File: src/rtl/tlp_pkg.sv
// ============================================================================
// Module   : tlp_pkg
// Purpose  : Shared TLP word-path types, defaults and FSM state encoding.
// Revision : 1.0 - initial release
// ============================================================================
`default_nettype none

package tlp_pkg;

    localparam int TLP_DATA_W = 4;

    localparam logic [1:0] FPD_IDLE   = 2'd0;
    localparam logic [1:0] FPD_ACTIVE = 2'd1;
    localparam logic [1:0] FPD_STALL  = 2'd2;
    localparam logic [1:0] FPD_FAULT  = 2'd3;

    typedef enum logic [1:0] {
        ST_IDLE   = FPD_IDLE,
        ST_ACTIVE = FPD_ACTIVE,
        ST_STALL  = FPD_STALL,
        ST_FAULT  = FPD_FAULT
    } fpd_state_t;

endpackage

`default_nettype wire

File: src/rtl/fpd_route.sv
// ============================================================================
// Module   : fpd_route
// Purpose  : Delays the pop strobe one cycle and steers the returned word to
//            the class-0 or class-1 output register by its MSB.
// Revision : 1.0 - initial release
// ============================================================================
`default_nettype none

module fpd_route
    import tlp_pkg::*;
#(
    parameter int DATA_W = TLP_DATA_W
) (
    input  logic              clk,
    input  logic              reset,
    input  logic              pop,
    input  logic [DATA_W-1:0] fifo_data,
    output logic              dest0_push,
    output logic [DATA_W-1:0] dest0_data,
    output logic              dest1_push,
    output logic [DATA_W-1:0] dest1_data
);

    logic              r_pop_d;
    logic              r_push0;
    logic              r_push1;
    logic [DATA_W-1:0] r_data0;
    logic [DATA_W-1:0] r_data1;
    logic              w_class;

    assign w_class = fifo_data[DATA_W-1];

    // fifo_data is only meaningful while r_pop_d is high (q_b lags the pop).
    always_ff @(posedge clk or negedge reset) begin
        if (!reset) begin
            r_pop_d <= 1'b0;
            r_push0 <= 1'b0;
            r_push1 <= 1'b0;
            r_data0 <= '0;
            r_data1 <= '0;
        end else begin
            r_pop_d <= pop;
            r_push0 <= r_pop_d & ~w_class;
            r_push1 <= r_pop_d &  w_class;
            if (r_pop_d && !w_class)
                r_data0 <= fifo_data;
            if (r_pop_d && w_class)
                r_data1 <= fifo_data;
        end
    end

    assign dest0_push = r_push0;
    assign dest0_data = r_data0;
    assign dest1_push = r_push1;
    assign dest1_data = r_data1;

endmodule

`default_nettype wire

File: src/rtl/fifo_pop_demux.sv
// ============================================================================
// Module   : fifo_pop_demux
// Purpose  : Pops the ingress word FIFO and demuxes words to two class FIFOs,
//            throttling on either almost_full; sticky fault on fifo_error.
//            Optional per-class forwarded counters: define FPD_COUNTERS_EN.
// Revision : 1.0 - initial release
// ============================================================================
`default_nettype none

module fifo_pop_demux
    import tlp_pkg::*;
#(
    parameter int DATA_W = TLP_DATA_W
`ifdef FPD_COUNTERS_EN
    ,
    parameter int CNT_W  = 8
`endif
) (
    input  logic              clk,
    input  logic              reset,
    input  logic [DATA_W-1:0] fifo_data,
    input  logic              fifo_empty,
    input  logic              fifo_error,
    input  logic              dest0_almost_full,
    input  logic              dest1_almost_full,
    output logic              fifo_pop,
    output logic              dest0_push,
    output logic [DATA_W-1:0] dest0_data,
    output logic              dest1_push,
    output logic [DATA_W-1:0] dest1_data,
    output logic              fault
`ifdef FPD_COUNTERS_EN
    ,
    output logic [CNT_W-1:0]  dest0_count,
    output logic [CNT_W-1:0]  dest1_count
`endif
);

    fpd_state_t r_state;
    fpd_state_t w_state_next;
    logic       w_can_pop;
    logic       w_pop;
    logic       w_push0;
    logic       w_push1;

    // Both almost_full flags gate popping: the class is unknown until q_b returns.
    assign w_can_pop = (r_state != ST_FAULT) & ~fifo_empty
                     & ~dest0_almost_full & ~dest1_almost_full;
    // An error in the same cycle wins over popping; reset forces the strobe low.
    assign w_pop     = w_can_pop & ~fifo_error & reset;
    assign fifo_pop  = w_pop;

    always_ff @(posedge clk or negedge reset) begin
        if (!reset)
            r_state <= ST_IDLE;
        else
            r_state <= w_state_next;
    end

    always_comb begin
        w_state_next = r_state;
        if (fifo_error)
            w_state_next = ST_FAULT;
        else if (r_state == ST_FAULT)
            w_state_next = ST_FAULT;
        else if (w_can_pop)
            w_state_next = ST_ACTIVE;
        else if (fifo_empty)
            w_state_next = ST_IDLE;
        else
            w_state_next = ST_STALL;
    end

    assign fault = (r_state == ST_FAULT);

    fpd_route #(
        .DATA_W     (DATA_W)
    ) u_route (
        .clk        (clk),
        .reset      (reset),
        .pop        (w_pop),
        .fifo_data  (fifo_data),
        .dest0_push (w_push0),
        .dest0_data (dest0_data),
        .dest1_push (w_push1),
        .dest1_data (dest1_data)
    );

    assign dest0_push = w_push0;
    assign dest1_push = w_push1;

`ifdef FPD_COUNTERS_EN
    logic [CNT_W-1:0] r_cnt0;
    logic [CNT_W-1:0] r_cnt1;

    always_ff @(posedge clk or negedge reset) begin
        if (!reset) begin
            r_cnt0 <= '0;
            r_cnt1 <= '0;
        end else begin
            if (w_push0)
                r_cnt0 <= r_cnt0 + 1'b1;
            if (w_push1)
                r_cnt1 <= r_cnt1 + 1'b1;
        end
    end

    assign dest0_count = r_cnt0;
    assign dest1_count = r_cnt1;
`endif

endmodule

`default_nettype wire

File: config.mk
export PLATFORM = sky130hd
export DESIGN_NAME = fifo_pop_demux
export DESIGN_NICKNAME = d
export VERILOG_FILES = /design/src/rtl/tlp_pkg.sv /design/src/rtl/fpd_route.sv /design/src/rtl/fifo_pop_demux.sv
export SDC_FILE = /design/constraint.sdc
export NUM_CORES = 1
export LEC_CHECK = 0
export ABC_AREA = 1
export ABC_CLOCK_PERIOD_IN_PS = 2200
export CORE_AREA = 2 2 39 41
export CTS_BUF_LIST = sky130_fd_sc_hd__clkbuf_4 sky130_fd_sc_hd__clkbuf_8
export DETAILED_ROUTE_END_ITERATION = 6
export DIE_AREA = 0 0 41 43
export PLACE_DENSITY = 0.78
export SLEW_MARGIN = 20
export SYNTH_ARGS = -nofsm -noshare
export SYNTH_HDL_FRONTEND = slang
export SYNTH_SLANG_ARGS = --single-unit
File: constraint.sdc
create_clock -name clk -period 2.2 [get_ports clk]
set_input_delay 0.66 -clock clk [delete_from_list [all_inputs] [get_ports clk]]
set_output_delay 0.66 -clock clk [all_outputs]
set_load 0.005 [all_outputs]
==> results of run 1 <==
[per-layer routing]
layer  up-vias  global-route usage (%)  share of wire, %
met5         -                       0                 0
li1        196                       -                 -
met2        14                    19.7                56
met3         2                    3.66               6.0
met4         0                    6.00               1.1
met1       177                    14.0                36
[layout by cell type (no fill, tap or decap), drive strengths merged]
master         instances
clkdlybuf4s50         18
dfrtp                 13
nand2                 12
inv                   10
o21ai                  6
nor2                   5
clkbuf                 4
buf                    3
dlymetal6s2s           2
nand3                  1
or2                    1
[metrics by stage]
| step | TNS, ns | instances | cell area (sq um) |
|---|---|---|---|
| final | 0 | 91 | 764 |
| after detailed placement | -0.374 | 87 | 727 |
| after floorplan | 0 | 48 | 482 |
| after global placement | -0.366 | 87 | 727 |
| after global routing | -0.00353 | 91 | 764 |
| after CTS | 0 | 91 | 752 |
[state kept, by name, summed over array words and instances, names as in the netlist]
name / flops
u_route.dest0_data: 4
u_route.r_pop_d: 1
u_route.dest0_push: 1
u_route.dest1_push: 1
u_route.dest1_data: 4
r_state: 2
[layout make-up]
class	instances	area [sq um]	area share (%)
sequential	13	325	42.6
tap	16	20.0	2.62
timing repair buffer	23	225	29.5
multi-input combinational	25	126	16.5
clock buffer	4	30.0	3.93
inverter	10	37.5	4.91
[cells in the mapped netlist]
| master | instances | share of area [%] |
|---|---|---|
| sky130_fd_sc_hd__dfrtp_1 | 13 | 68 |
| sky130_fd_sc_hd__inv_1 | 7 | 5.5 |
| sky130_fd_sc_hd__inv_2 | 3 | 2.3 |
| sky130_fd_sc_hd__nand2_1 | 11 | 8.6 |
| sky130_fd_sc_hd__nand2_2 | 1 | 1.3 |
| sky130_fd_sc_hd__nand3_1 | 1 | 1.0 |
| sky130_fd_sc_hd__nor2_1 | 4 | 3.1 |
| sky130_fd_sc_hd__nor2_4 | 1 | 2.3 |
| sky130_fd_sc_hd__o21ai_0 | 3 | 3.1 |
| sky130_fd_sc_hd__o21ai_1 | 2 | 2.1 |
| sky130_fd_sc_hd__o21ai_2 | 1 | 1.8 |
| sky130_fd_sc_hd__or2_1 | 1 | 1.3 |
[where the power goes]
part           internal [mW]  total [mW]  switching [mW]
Clock                 0.0824       0.153          0.0702
Sequential             0.245       0.249         0.00339
Combinational         0.0295      0.0468          0.0173
[critical path: cells and delay by family]
| family | cells | cell delay [ns] |
|---|---|---|
| buffers and inverters | 2 | 0.62 |
| AND/OR/NAND/NOR | 2 | 0.19 |
[path summary, 6_finish.rpt]
kind	startpoint	end	slack (ns)
min in group asynchronous	reset	u_route.dest1_data[0]	0.75
max in group asynchronous	reset	u_route.dest0_data[2]	1.29
worst min register to register	u_route.dest1_data[3]	u_route.dest1_data[3]	0.46
worst min-delay path	u_route.dest1_data[3]	u_route.dest1_data[3]	0.46
worst max register to register	u_route.r_pop_d	u_route.dest1_data[3]	1.32
worst max-delay path	reset	fifo_pop	0.07
[logic make-up after synthesis]
group	Yosys count
simple gates	19
flops	13
buf+inv	10
compound gates	6
[repair_timing]
item | in CTS | in global routing
endpoints found under the setup margin | 1 | 1
resized for setup | 4 | 4
pin swaps | 1 | 2
hold buffers | 0 | 0
==> results.env, run 1 <==
TOTAL_STANDARD_CELL_AREA_AFTER_SYNTHESIS_SQ_UM=482
CTS_BUFFER_DEPTH=2
DIEWIDTH_UM=41
CRIT_SLOWEST_CELL='sky130_fd_sc_hd__clkdlybuf4s50_1'
CELL_CHAIN_OF_THE_CRITICAL_PATH='clkdlybuf4s50_1 -> nand2_1 -> nor2_2 -> buf_2'
GRT_MAX_DEGREE=14
WORST_SLACK_AT_PLACEMENT_NS=-0.374
CTS_TREE='yes'
PLACEMENT.IO_BUFFERS=21
SYNTHXORXNORAREAFRAC_PCT=0
DRT_DRC_VIOLATIONS_LEFT=0
NUMBER_OF_CLOCK_BUFFERS_INSERTED_BY_TRITONCTS=3
CP_DATA_REQUIRED_TIME_NS=1.54
ROOT_BUFFER='sky130_fd_sc_hd__clkbuf_4'
DRV.MAX_CAP_VIOLATION_COUNT=0
STATUS='finished clean'
FIRST_GLOBAL_VIAS=354
WORST_SETUP_PATH_END_KIND='output port'
WORST_SETUP_PATH_START_KIND='input port'
YOSYS_REGISTER_BITS=13
GRT_ANTENNA_BEFORE_REPAIR=0
IOS=22
SYNTH_CELLS=48
TIGHTEST_SLEW_NS=0.158
FP-ROW-COUNT=14
POST_SYNTH.CELL_AREA_AVG_SQ_UM=10.0
DIE_Y_UM=43
DRT_FIRST_ITER_VIOLATIONS=5
WORSTSETUPPATHTYPE='in2out'
SYN2LAYOUT_AREA_GROWTH_PCT=58.7
GP_CONGESTION=0.710
MAX_SLEW_VIOLATIONS=0
SYNTH_COMPOUND_GATE_AREA_SHARE_PCT=7.01
FIN_CRIT_SH_PCT=96.8
SYNTH_NETS=58
CORE_SQ_MM=0.00138
DIEAREA_SQ_MM=0.00176
P_LEAK_nW=0.383
R2R.WORST_PATH.CELLS=3
DETAIL_ROUTE.WIRELENGTH_UM=940
CTS.SINKS=13
FINISH.NET_COUNT=86
POWER_mW=0.448
YS_SEQ_AREA_SHARE_PCT=67.5
IR_DROP_V=0.000403
FIN_WORST_SKEW_NS=0.00524
CRIT_PATH_MAX_FANOUT=2
SYNTH.AREA.MUX_SHARE_PCT=0
POST-ROUTE-WORST-SETUP-SLACK_NS=0.0702
TRACK_USAGE_PCT=12.3
WORST_EP_ARRIVAL_TIME_NS=1.47
FINAL.HOLD.WORST_SLACK_NS=0.463
SYNTH_TOP_FAMILY_BY_AREA='simple AND/OR/NAND/NOR gates'
FINALSETUPVIOLATIONS=0
FINISH.UTILIZATION_PCT=55.2
COUNT_OF_DIFFERENT_CELL_MASTERS_AFTER_SYNTHESIS=12
INITIAL_CORE_UTIL_PCT=34.8
SYNTH.YOSYS.WARNINGS=0
AVGROUTEDWIREPERCELL_UM=10.3
NUMBER_OF_SETUP_BUFFERS_ADDED_AFTER_CTS=0
FILLER_CELL_COUNT=138
CLKLATENCYLATEPIN_NS=0.27
GRT_OVERFLOW_TOTAL=0
GRT_FIRST_PASS_WIRELENGTH_UM=1420
ANTENNADIODECOUNT=0
DR.PASS1.ITERS=2
DP.FINAL_HPWL_UM=739
DRTANTENNAVIOLNETS=0
PERIOD_MINUS_SLACK_NS=2.13
FINALHOLDVIOLCOUNT=0
HTREE_LEVELS=1
MAX_CLOCK_FREQ_MHz=470
CP_SLOWEST_STAGE_DELAY_NS=0.50
VIASPERCELL=4.27
DRIVE_GT1_SHARE_PCT=20.0
HOLD-PATH-CELL-COUNT=1
POST_SYNTH_FA_HA_MAJ_AREA_FRACTION_PCT=0
VIA_COUNT=389
POWER.DENSITY_CELL_AREA_mW_PER_MM2=586
WORSTHOLDPATHTYPE='reg2reg'
TIMING.MAX_SLEW.REL_SLACK_PCT=89.4
CLK_PIN_SLEW_WORST_PATHS_NS=0.08
FRACTION_OF_THE_MAPPED_NETLIST_AREA_IN_SIMPLE_LOGIC_GATES_PCT=17.7
Power figures use the tool's default switching activity.
==> inputs of run 2 (changes only) <==
CORE_AREA = 8 8 45 47   (was 2 2 39 41)
DIE_AREA = 0 0 53 55   (was 0 0 41 43)
==> run 2 against run 1 <==
  * Cell count grew 2.2%
  * Count of clock-buffer cells in the layout unchanged
  * Worst hold slack worse by 0.28 ns
  * Via count is 4.4% higher
  * Fmax up 0.83%
  * Sequential power is essentially flat
  * Critical path depth up 1
  * Clock skew hardly changed
  * Register-to-register slack lost 0.16 ns
  * Largest power group unchanged
  * Highest routed layer unchanged
==> results.env, run 2 (synthesized netlist as in run 1, its figures left out) <==
STATUS='finished clean'
GRT_SETUP_UNREPAIRED='false'
VIA_COUNT=406
INITIAL_CORE_UTIL_PCT=34.8
DETAIL_ROUTE.WIRELENGTH_UM=1160
LAYOUT_COMMONEST_CELL='sky130_fd_sc_hd__clkdlybuf4s50_1'
AVGROUTEDWIREPERCELL_UM=12.5
FIN_CRIT_SH_PCT=96.0
DRT_FIRST_ITER_VIOLATIONS=10
WORST_EP_ARRIVAL_TIME_NS=1.45
FINISH.UTILIZATION_PCT=56.4
DIE_Y_UM=55
TIGHTEST_SLEW_NS=0.167
DIEAREA_SQ_MM=0.00292
CP_DATA_REQUIRED_TIME_NS=1.54
DIEWIDTH_UM=53
PERIOD_MINUS_SLACK_NS=2.11
DRT_DRC_VIOLATIONS_LEFT=0
CTS_TREE='yes'
FIN_WORST_SKEW_NS=0.00501
WORSTSETUPPATHTYPE='in2out'
CTS_BUFFER_DEPTH=2
WORST_SETUP_PATH_START_KIND='input port'
IR_DROP_V=0.000289
CTS.SINKS=13
WORST_SETUP_PATH_END_KIND='output port'
NUMBER_OF_CLOCK_BUFFERS_INSERTED_BY_TRITONCTS=3
TRACK_USAGE_PCT=8.08
DPL.CELL_COUNT=87
CLKLATENCYLATEPIN_NS=0.27
GRT_OVERFLOW_TOTAL=0
GRT_MAX_DEGREE=13
WORST_SLACK_AT_PLACEMENT_NS=-0.397
WORSTHOLDPATHTYPE='in2async'
MAX_CLOCK_FREQ_MHz=473
CRIT_PATH_MAX_FANOUT=3
LAYOUT_COMMON_CELLS='sky130_fd_sc_hd__clkdlybuf4s50_1 (17), sky130_fd_sc_hd__dfrtp_1 (13), sky130_fd_sc_hd__nand2_1 (11)'
FIN_CELLS=93
DP.FINAL_HPWL_UM=886
P_LEAK_nW=0.396
GRT_FIRST_PASS_WIRELENGTH_UM=1770
DRV.MAX_CAP_VIOLATION_COUNT=0
GRT_ANTENNA_BEFORE_REPAIR=0
IOS=22
FIRST_GLOBAL_VIAS=448
SYN2LAYOUT_AREA_GROWTH_PCT=62.1
ROOT_BUFFER='sky130_fd_sc_hd__clkbuf_4'
DRIVE_GT1_SHARE_PCT=23.4
FINALHOLDVIOLCOUNT=0
POWER_mW=0.453
GP_CONGESTION=0.775
PLACEMENT.IO_BUFFERS=21
TIMING.MAX_SLEW.REL_SLACK_PCT=88.8
FINALSETUPVIOLATIONS=0
POWER.DENSITY_CELL_AREA_mW_PER_MM2=580
HOLDBUFCOUNTCTS=0
DR.PASS1.ITERS=4
CORE_SQ_MM=0.00138
VIASPERCELL=4.37
DRTANTENNAVIOLNETS=0
POST-ROUTE-WORST-SETUP-SLACK_NS=0.0876
CLK_PIN_SLEW_WORST_PATHS_NS=0.07
FP-ROW-COUNT=14
MAX_SLEW_VIOLATIONS=0
ANTENNADIODECOUNT=0
HTREE_LEVELS=1
FINISH.NET_COUNT=88
[run 2: area by class of cell]
class / instances / area, sq um
multi-input cells: 25 / 129
fillers: 136 / 603
clock buffers: 4 / 30.0
flip-flops and latches: 13 / 325
repair buffers: 25 / 239
well taps: 16 / 20.0
inverters: 10 / 37.5
[run 2: path summary, 6_finish.rpt]
kind	slack, ns	depth (start not counted)	start	end
setup reg to reg	1.16	6	r_state[0]	u_route.r_pop_d
min in group clk	0.47	1	u_route.dest1_data[3]	u_route.dest1_data[3]
hold reg to reg	0.47	1	u_route.dest1_data[3]	u_route.dest1_data[3]
setup / recovery	0.09	5	fifo_empty	fifo_pop
max in group asynchronous	1.64	2	reset	u_route.dest0_data[3]
hold / removal	0.18	1	reset	r_state[0]
[run 2: per-layer routing]
| layer | up-vias | routed length, um | share of wire (%) | track usage [%] |
|---|---|---|---|---|
| li1 | 200 | - | - | - |
| met1 | 190 | 445 | 38 | 8.02 |
| met2 | 14 | 631 | 54 | 14.8 |
| met3 | 2 | 60 | 5.2 | 1.07 |
| met4 | 0 | 21 | 1.8 | 6.47 |
| met5 | - | 0 | 0 | 0 |
[run 2: through the flow]
step	hold slack (ns)	setup TNS, ns	instance area [sq um]
after global routing	0.179	0	781
after global placement	0.447	-0.398	727
after detailed placement	0.451	-0.397	727
after CTS	0.472	0	758
final	0.184	0	781
after floorplan	0.364	0	482
[run 2: repair_timing]
action / in CTS / in global routing
gates resized for setup: 5 / 5
setup endpoints to repair: 1 / 1
endpoints found under the hold margin: 0 / 0
buffers inserted: 1 / 1
gates cloned: 0 / 0
pin swaps: 2 / 3
[run 2: worst max-delay path: stages]
cell	delay, ns
sky130_fd_sc_hd__clkdlybuf4s50_1	0.39
sky130_fd_sc_hd__inv_1	0.08
sky130_fd_sc_hd__nand3_2	0.09
sky130_fd_sc_hd__nor2_2	0.11
sky130_fd_sc_hd__buf_2	0.12
[run 2: power by group]
part,switching [mW],internal (mW)
Sequential,0.00316,0.245
Clock,0.0749,0.0825
Combinational,0.0180,0.0291
==> inputs of run 3 (changes only) <==
CAP_MARGIN = 20   (was default)
==> results of run 3 <==
No change in the layout: final DEF, timing and power equal those of run 2.
